`config.mk`:
```
export PLATFORM = sky130hd
export DESIGN_NAME = jesd_tx_framer
export DESIGN_NICKNAME = d
export VERILOG_FILES = /design/src/rtl/jesd_tx_framer.sv
export SDC_FILE = /design/constraint.sdc
export NUM_CORES = 1
export LEC_CHECK = 0
export CORE_UTILIZATION = 45
export DETAILED_ROUTE_END_ITERATION = 10
export PLACE_DENSITY = 0.77
export SYNTH_ARGS = -nofsm -noshare
export SYNTH_HDL_FRONTEND = slang
export SYNTH_SLANG_ARGS = --single-unit
export TNS_END_PERCENT = 20
```
`constraint.sdc`:
```
create_clock -name clk -period 1.4 [get_ports clk]
set_input_delay 0.21 -clock clk [delete_from_list [all_inputs] [get_ports clk]]
set_output_delay 0.21 -clock clk [all_outputs]
set_load 0.01 [all_outputs]
```
`src/rtl/jesd_tx_framer.sv`:
```
// jesd_tx_framer: single-lane JESD204B TX framer (CGS -> ILAS -> DATA) with a free-running LMFC.
// Build option JESD_TX_SCRAMBLE_EN: scramble DATA octets instead of /A/ /F/ character replacement.
module jesd_tx_framer #(
  parameter int unsigned FRAMES_PER_MF = 16,
  parameter int unsigned ILAS_MF       = 4
) (
  input  logic        clk,
  input  logic        rst,
  input  logic        sync_n,
  input  logic [15:0] tx_data_in,
  output logic        tx_ready,
  output logic [15:0] txd,
  output logic [1:0]  tx_k,
  output logic        link_up
);

  localparam int unsigned   LW        = $clog2(FRAMES_PER_MF);
  localparam int unsigned   MW        = (ILAS_MF > 1) ? $clog2(ILAS_MF) : 1;
  localparam logic [LW-1:0] LMFC_LAST = LW'(FRAMES_PER_MF - 1);
  localparam logic [MW-1:0] MF_LAST   = MW'(ILAS_MF - 1);

  typedef enum logic [1:0] {ST_CGS, ST_ILAS, ST_DATA} state_t;

  state_t      state, state_nxt;
  logic        sync_m, sync_s;
  logic [LW-1:0] lmfc;
  logic [MW-1:0] mf_cnt;
  logic [1:0]  low_cnt;
  logic        lmfc_last;
  logic [7:0]  ilas_even;
  logic [15:0] txd_nxt;
  logic [1:0]  k_nxt;

  assign lmfc_last = (lmfc == LMFC_LAST);
  assign ilas_even = 8'(lmfc) << 1;
  assign tx_ready  = (state == ST_DATA);
  assign link_up   = (state == ST_DATA);

`ifdef JESD_TX_SCRAMBLE_EN
  logic [14:0] scr, scr_nxt;
  logic [15:0] ser_out;

  // Serial order is octet 0 bit 7 first; ser_out[15] is the first bit on the wire.
  always_comb begin
    scr_nxt = scr;
    ser_out = '0;
    for (int unsigned i = 0; i < 16; i++) begin
      ser_out[15-i] = (i < 8 ? tx_data_in[7-i] : tx_data_in[23-i]) ^ scr_nxt[13] ^ scr_nxt[14];
      scr_nxt       = {scr_nxt[13:0], ser_out[15-i]};
    end
  end
`else
  logic [7:0] prev_oct1;
  logic       prev_vld;
`endif

  always_comb begin
    state_nxt = state;
    unique case (state)
      ST_CGS:  if (sync_s && lmfc_last) state_nxt = ST_ILAS;
      ST_ILAS: begin
        if (!sync_s)                          state_nxt = ST_CGS;
        else if (lmfc_last && mf_cnt == MF_LAST) state_nxt = ST_DATA;
      end
      ST_DATA: if (!sync_s && low_cnt == 2'd3) state_nxt = ST_CGS;
      default: state_nxt = ST_CGS;
    endcase
  end

  always_comb begin
    txd_nxt = 16'hBCBC;
    k_nxt   = 2'b11;
    unique case (state)
      ST_ILAS: begin
        txd_nxt = {ilas_even | 8'h01, ilas_even};
        k_nxt   = 2'b00;
        if (lmfc == '0) begin
          txd_nxt[7:0] = 8'h1C;
          k_nxt[0]     = 1'b1;
        end
        if (lmfc == '0 && mf_cnt == MW'(1)) begin
          txd_nxt[15:8] = 8'h9C;
          k_nxt[1]      = 1'b1;
        end else if (lmfc_last) begin
          txd_nxt[15:8] = 8'h7C;
          k_nxt[1]      = 1'b1;
        end
      end
      ST_DATA: begin
`ifdef JESD_TX_SCRAMBLE_EN
        txd_nxt = {ser_out[7:0], ser_out[15:8]};
        k_nxt   = 2'b00;
`else
        txd_nxt = tx_data_in;
        k_nxt   = 2'b00;
        // Repeat detection uses the raw previous input, never the replaced octet.
        if (prev_vld && tx_data_in[15:8] == prev_oct1) begin
          txd_nxt[15:8] = lmfc_last ? 8'h7C : 8'hFC;
          k_nxt[1]      = 1'b1;
        end
`endif
      end
      default: ;
    endcase
  end

  always_ff @(posedge clk or posedge rst) begin
    if (rst) begin
      sync_m  <= 1'b0;
      sync_s  <= 1'b0;
      state   <= ST_CGS;
      lmfc    <= '0;
      mf_cnt  <= '0;
      low_cnt <= '0;
      txd     <= 16'hBCBC;
      tx_k    <= 2'b11;
`ifdef JESD_TX_SCRAMBLE_EN
      scr     <= '1;
`else
      prev_oct1 <= '0;
      prev_vld  <= 1'b0;
`endif
    end else begin
      sync_m  <= sync_n;
      sync_s  <= sync_m;
      state   <= state_nxt;
      lmfc    <= lmfc_last ? '0 : lmfc + 1'b1;
      mf_cnt  <= (state == ST_ILAS) ? (lmfc_last ? mf_cnt + 1'b1 : mf_cnt) : '0;
      low_cnt <= (state == ST_DATA && !sync_s) ? low_cnt + 2'd1 : '0;
      txd     <= txd_nxt;
      tx_k    <= k_nxt;
`ifdef JESD_TX_SCRAMBLE_EN
      scr     <= (state == ST_DATA) ? scr_nxt : '1;
`else
      prev_oct1 <= tx_data_in[15:8];
      prev_vld  <= (state == ST_DATA);
`endif
    end
  end

endmodule

```
# Word-level counts from Yosys, hierarchy flattened
# Cells that the tools add are included.
# Widths: inputs -> output; s select.
[op_classes]
eq_ne = 11
n_mux = 20
n_reduce_logical = 10
add_sub_neg = 3
[ops]
columns = ["operator", "n"]
rows = [
  ["$pmux 16 s2", 1],
  ["$mux 8", 3],
  ["$mux 2", 7],
  ["$eq 8x8->1", 1],
  ["$mux 7", 1],
  ["$eq 2x2->1 const B", 3],
  ["$logic_and 1x1->1", 6],
  ["$pmux 2 s3", 1],
  ["$mux 5", 1],
  ["$add 2x1->2 const B", 2],
  ["$add 4x1->4 const B", 1],
  ["$eq 2x1->1 const B", 2],
  ["$eq 4x4->1 const B", 1],
  ["$logic_not 4->1", 1],
  ["$mux 1", 4],
  ["$mux 4", 1],
  ["$ne 2x2->1 const B", 2],
  ["$pmux 2 s2", 1],
  ["$ne 3x3->1 const B", 1],
  ["$reduce_and 3->1", 1],
  ["$logic_not 2->1", 1],
  ["$ne 2x1->1 const B", 1],
  ["$logic_not 1->1", 1],
]
[totals]
out_inout_bits = 20
in_bits = 19
register_bits = 39
word_cells = 54

# Logic depth before layout (Yosys ltp)
# Gate-level depths: netlist of the first run.
[depth]
depth_word = 5
mapped_depth = 7
depth_no_buf = 6

# Worst setup path after synthesis of the first run
# No wires, ideal clock.
[synth_timing]
kind = "flip-flop to flip-flop"
start = "reg lmfc[0]"
end = "reg txd[10]"
synth_period_minus_slack_ns = 1.435
path_slack_ns = -0.035
arrival_ns = 1.354
path_buffers = 0
setup_ns = 0.082
stages_incl_launch_ff = 7
required_ns = 1.318
path_cell_list = "dfrtp_1 -> inv_1 -> ha_1 -> nor3b_4 -> a31oi_4 -> nand2_1 -> a211o_1"
[synth_via]
elab_chain_len = 4
elab_cells_between_ends = 6
cone_classes = "eq/ne (1); mux (3); reduce/logical (2)"
[synth_rtl]
columns = ["element", "line", "text"]
rows = [
  ["start: declaration", "26", "logic [LW-1:0] lmfc;"],
  ["start signal: assignment", "127", "lmfc <= lmfc_last ? '0 : lmfc + 1'b1;"],
  ["$eq 4x4->1 / $logic_not 4->1 (equally long branches)", "34, 81", ""],
  ["$mux 7 / $logic_and 1x1->1 (equally long branches)", "84, 81", ""],
  ["$mux 8 *", "81", "if (lmfc == '0 && mf_cnt == MW'(1)) begin"],
  ["$pmux 16 s2 *", "73", "unique case (state)"],
  ["named net txd_nxt[10]", "31", "logic [15:0] txd_nxt;"],
  ["end signal: assignment", "130", "txd <= txd_nxt;"],
  ["end: declaration", "12", "output logic [15:0] txd,"],
]
# Mark *: on every way through the listed nets, which the timed path passes. The rest lies on a longest branch.
# A chain may end at the register's enable or synchronous reset.

# Worst setup path after layout of the first run
[layout_timing]
start = "in tx_data_in[9]"
end = "reg txd[15]"
[layout_via]
elab_chain_len = 4
[layout_rtl]
columns = ["element", "line", "text"]
rows = [
  ["start: declaration", "10", "input logic [15:0] tx_data_in,"],
  ["$eq 8x8->1", "97", "if (prev_vld && tx_data_in[15:8] == prev_oct1) begin"],
  ["$logic_and 1x1->1", "97", ""],
  ["$mux 8", "97", ""],
  ["$pmux 16 s2", "73", ""],
  ["named net txd_nxt[15]", "31", ""],
]
# The timed path passes the listed nets, and every way through them passes these cells.

==> metrics.md, run 1 <==
| Metric | Value |
|---|---|
| Synth Area in Simple Gates | 14.2% |
| XOR/XNOR share of the synthesized area | between 4 and 5% |
| Dpl hpwl | 2670 µm |
| Slew headroom | between 70% and 80% |
| 1st-pass router iterations | 4 |
| Post-Syn Nets | around 180 |
| Max Slew Vio Count | 0 |
| Status | complete, but fails checks |
| Max-cap violation count | 0 |
| Synth Register Bits | 39 |
| Dpl ws | -0.232 ns |
| GRT overflow | 0 |
| Setup Viol. Count Final | 6 |
| Startpoint Class | input pin |
| FILL cells | between 200 and 250 |
| Final Hold Fails | 0 |
| Antenna diodes | 0 |
| Iteration-0 DRC Markers | 44 |
| Vias | 1482 |
| Largest net degree at the start of global routing | 40 |
| Sequence of cells on the critical path | clkdlybuf4s50_1 > xnor2_2 > nand4_1 > nor4_4 > o31ai_4 |
| Post-synthesis compound-gate area fraction | ~13% |
| Setup_tns | -0.134 ns |
| Clk sinks | 39 |
| WL/cell | roughly 16 µm |
| Worst-Margin Slew | about 0.38 ns |
| Min cycle time layout | around 1.4 ns |
| Max Clock Skew | about 0.0023 ns |
| Register Area | slightly below 1000 µm² |
| Vias per Instance | 5.41 |
| Most used DFF post-synth | dfrtp_1 |
| Root Driver | clkbuf_8 |
| Gp weighted congestion | 0.863 |
| WP data required | between 1.5 and 2 ns |
| Area of the multi-input gates | just under 800 µm² |
| Count of hold-fix buffers inserted at cts | 0 |
| Later-pin clock latency in the skew report | around 0.29 ns |
| FFs w/ async S/R, synth | 100% |
| Post-synth top area cell | dfrtp_1 |
| Arrival time at the worst endpoint | approximately 1.7 ns |
| Final std cells w/o fill | about 270 |
| Post-route worst setup slack | -0.0396 ns |
| Clock tree buffer depth | 2 |
| Die Wd | approximately 64 µm |
| Syn-to-layout area delta | 53.3% |
| CP Max Fanout | 2 |
| Seq/Total Area, Yosys | between 50% and 60% |
| CTS tree | yes |
| Area share of the leading cell type in the synthesized netlist | between 30% and 40% |
| Fin nets | 252 |
| IO buf count | 38 |
| Pleak | around 1.2 nW |
| Drt drc | 0 |
| Layout cells sized above 1 | between 30 and 40% |
| YS warnings | 0 |
| Detail Route Antenna Nets | 0 |
| Placed insts | 255 |
| Die area | 4140 µm² |
| Vias in the first global route | 1424 |
| Routed WL | about 4400 µm |
| Combinational family with the most area after synthesis | simple AND/OR/NAND/NOR gates |
| Cells after Synth | around 150 |
| Initial antenna violation count | 0 |
| Initial Util | between 40% and 50% |
| Syn Area/Cell | roughly 11 µm² |
| Hold WS | 0.290 ns |
| Site Rows | 22 |
| RSZ-0062 raised after global routing | true |
| Count leader, synth | dfrtp_1 |
| Overall global routing resource usage | 19.9% |
| CP Capture Type | register |
| Failing checks | negative setup slack |
| Synth cell types | 38 |
| Worst min-delay path class | in2async |
| Max incr delay on CP | 0.52 ns |
| First-pass GRT wire length | ~6200 µm |
| Adder-cell share of the synthesized area | 5.73% |
| Total CTS buffers | 5 |
| Total core area | 3690 µm² |
| Synth cell count leaders | 27 x dfrtp_1, 13 x nand2_1, 12 x dfstp_2 |
| Io pins | 39 |
| Die Y | 64.3 µm |
| Peak supply drop | slightly below 0.0007 V |
| Fin crit share | 103% |
| Synthesized cell area | around 1700 µm² |
| Largest cells by area after synthesis | dfrtp_1 39%, dfstp_2 18%, ha_1 5.7% |
| Clock transition at path regs | roughly 0.07 ns |
| H-Tree Depth | 2 |
| Pwr dens | 1240 nW/µm² |
| Post-synth EDFFs | 0 |
| Mux cell area share after synthesis | 0% |
| Setup CP Type | in2reg |
| Worst path slowest cell | clkdlybuf4s50_1 |
| Fmax | between 600 and 700 MHz |
state kept, by name (all words and copies together) (netlist names):
signal	count
lmfc	4
sync_s	1
sync_m	1
low_cnt	2
mf_cnt	2
txd	16
prev_vld	1
tx_k	2
prev_oct1	8
state	2
per-layer routing:
layer / share of wire, % / vias to the layer above / GRT usage [%]
met5: 0 / - / 0
met4: 3.2 / 0 / 4.72
met3: 4.8 / 11 / 5.36
met2: 53 / 57 / 35.4
met1: 38 / 734 / 23.7
li1: - / 680 / -
power breakdown:
| group | switching [mW] | internal (mW) |
|---|---|---|
| combinational | 0.459 | 0.472 |
| clock | 0.385 | 0.576 |
| sequential | 0.0684 | 1.36 |
| total | 0.913 | 2.41 |
critical path, delay by kind of cell:
| family | cells | cell delay (ns) |
|---|---|---|
| AO/OA/AOI/OAI | 1 | 0.11 |
| buffers and inverters | 1 | 0.52 |
| AND/OR/NAND/NOR | 2 | 0.68 |
| XOR/XNOR | 1 | 0.13 |
through the flow:
stage | power (mW) | area [µm²] | util (%)
after global placement | 2.28 | 2330 | 63.1
final | 3.33 | 2680 | 72.6
after detailed placement | 2.31 | 2330 | 63.1
after floorplan | 1.83 | 1750 | -
after CTS | 3.18 | 2430 | 66.0
after global routing | 3.48 | 2680 | 72.6
layout by cell type, fill, tap and decap left out, drive strengths merged, types with 2 or more instances in the layout:
cell           synthesis  layout
buf                    6      37
dfrtp                 27      27
clkdlybuf4s50          0      22
nand2                 13      13
dlygate4sd2            0      12
dfstp                 12      12
nand3                 10      10
inv                   11      10
o21ai                  9       9
xnor2                  8       8
ha                     8       8
a31oi                  7       7
clkbuf                 3       6
a21oi                  5       5
nand4                  4       4
nor3                   4       4
o211ai                 3       3
and3                   3       3
nor2                   3       3
dlymetal6s2s           0       2
nor3b                  2       2
o31ai                  2       2
nor2b                  2       2
area by class of cell:
| type | instances | share of cell area [%] |
|---|---|---|
| Multi-Input combinational cell | 95 | 29.7 |
| Sequential cell | 39 | 37.0 |
| Tap cell | 48 | 2.24 |
| Clock inverter | 2 | 1.31 |
| Clock buffer | 6 | 3.08 |
| Inverter | 11 | 1.77 |
| Timing Repair Buffer | 73 | 24.8 |
cells by family after synthesis:
| logic type | Yosys count |
|---|---|
| simple gates | 44 |
| flops | 39 |
| compound gates | 34 |
| buf+inv | 20 |
| xor+xnor | 9 |
| fa+ha+maj | 8 |
repair_timing:
action | in CTS | in global routing
gates resized for setup | 27 | 34
setup buffers | 0 | 11
pin swaps | 1 | 13
endpoints found under the setup margin | 19 | 20
worst paths after layout:
path | startpoint | end | slack, ns | depth (start not counted)
worst min-delay path | rst | txd[6] | 0.29 | 3
min in group clk | sync_n | sync_m | 0.35 | 1
worst min register to register | sync_m | sync_s | 0.36 | 0
max in group asynchronous | rst | txd[13] | 0.86 | 3
worst max register to register | prev_oct1[1] | txd[15] | -0.04 | 4
worst max-delay path | tx_data_in[9] | txd[15] | -0.04 | 5
No activity file was read; power rests on OpenSTA's default activity.
==> run 2: changes to the inputs <==
--- a/config.mk
+++ b/config.mk
@@ -6,6 +6,7 @@
 export NUM_CORES = 1
 export LEC_CHECK = 0
 export CORE_UTILIZATION = 45
+export CTS_CLUSTER_SIZE = 30
 export DETAILED_ROUTE_END_ITERATION = 10
 export PLACE_DENSITY = 0.77
 export SYNTH_ARGS = -nofsm -noshare
==> results of run 2 <==
The final DEF is identical to that of run 1; final timing and power are the same.
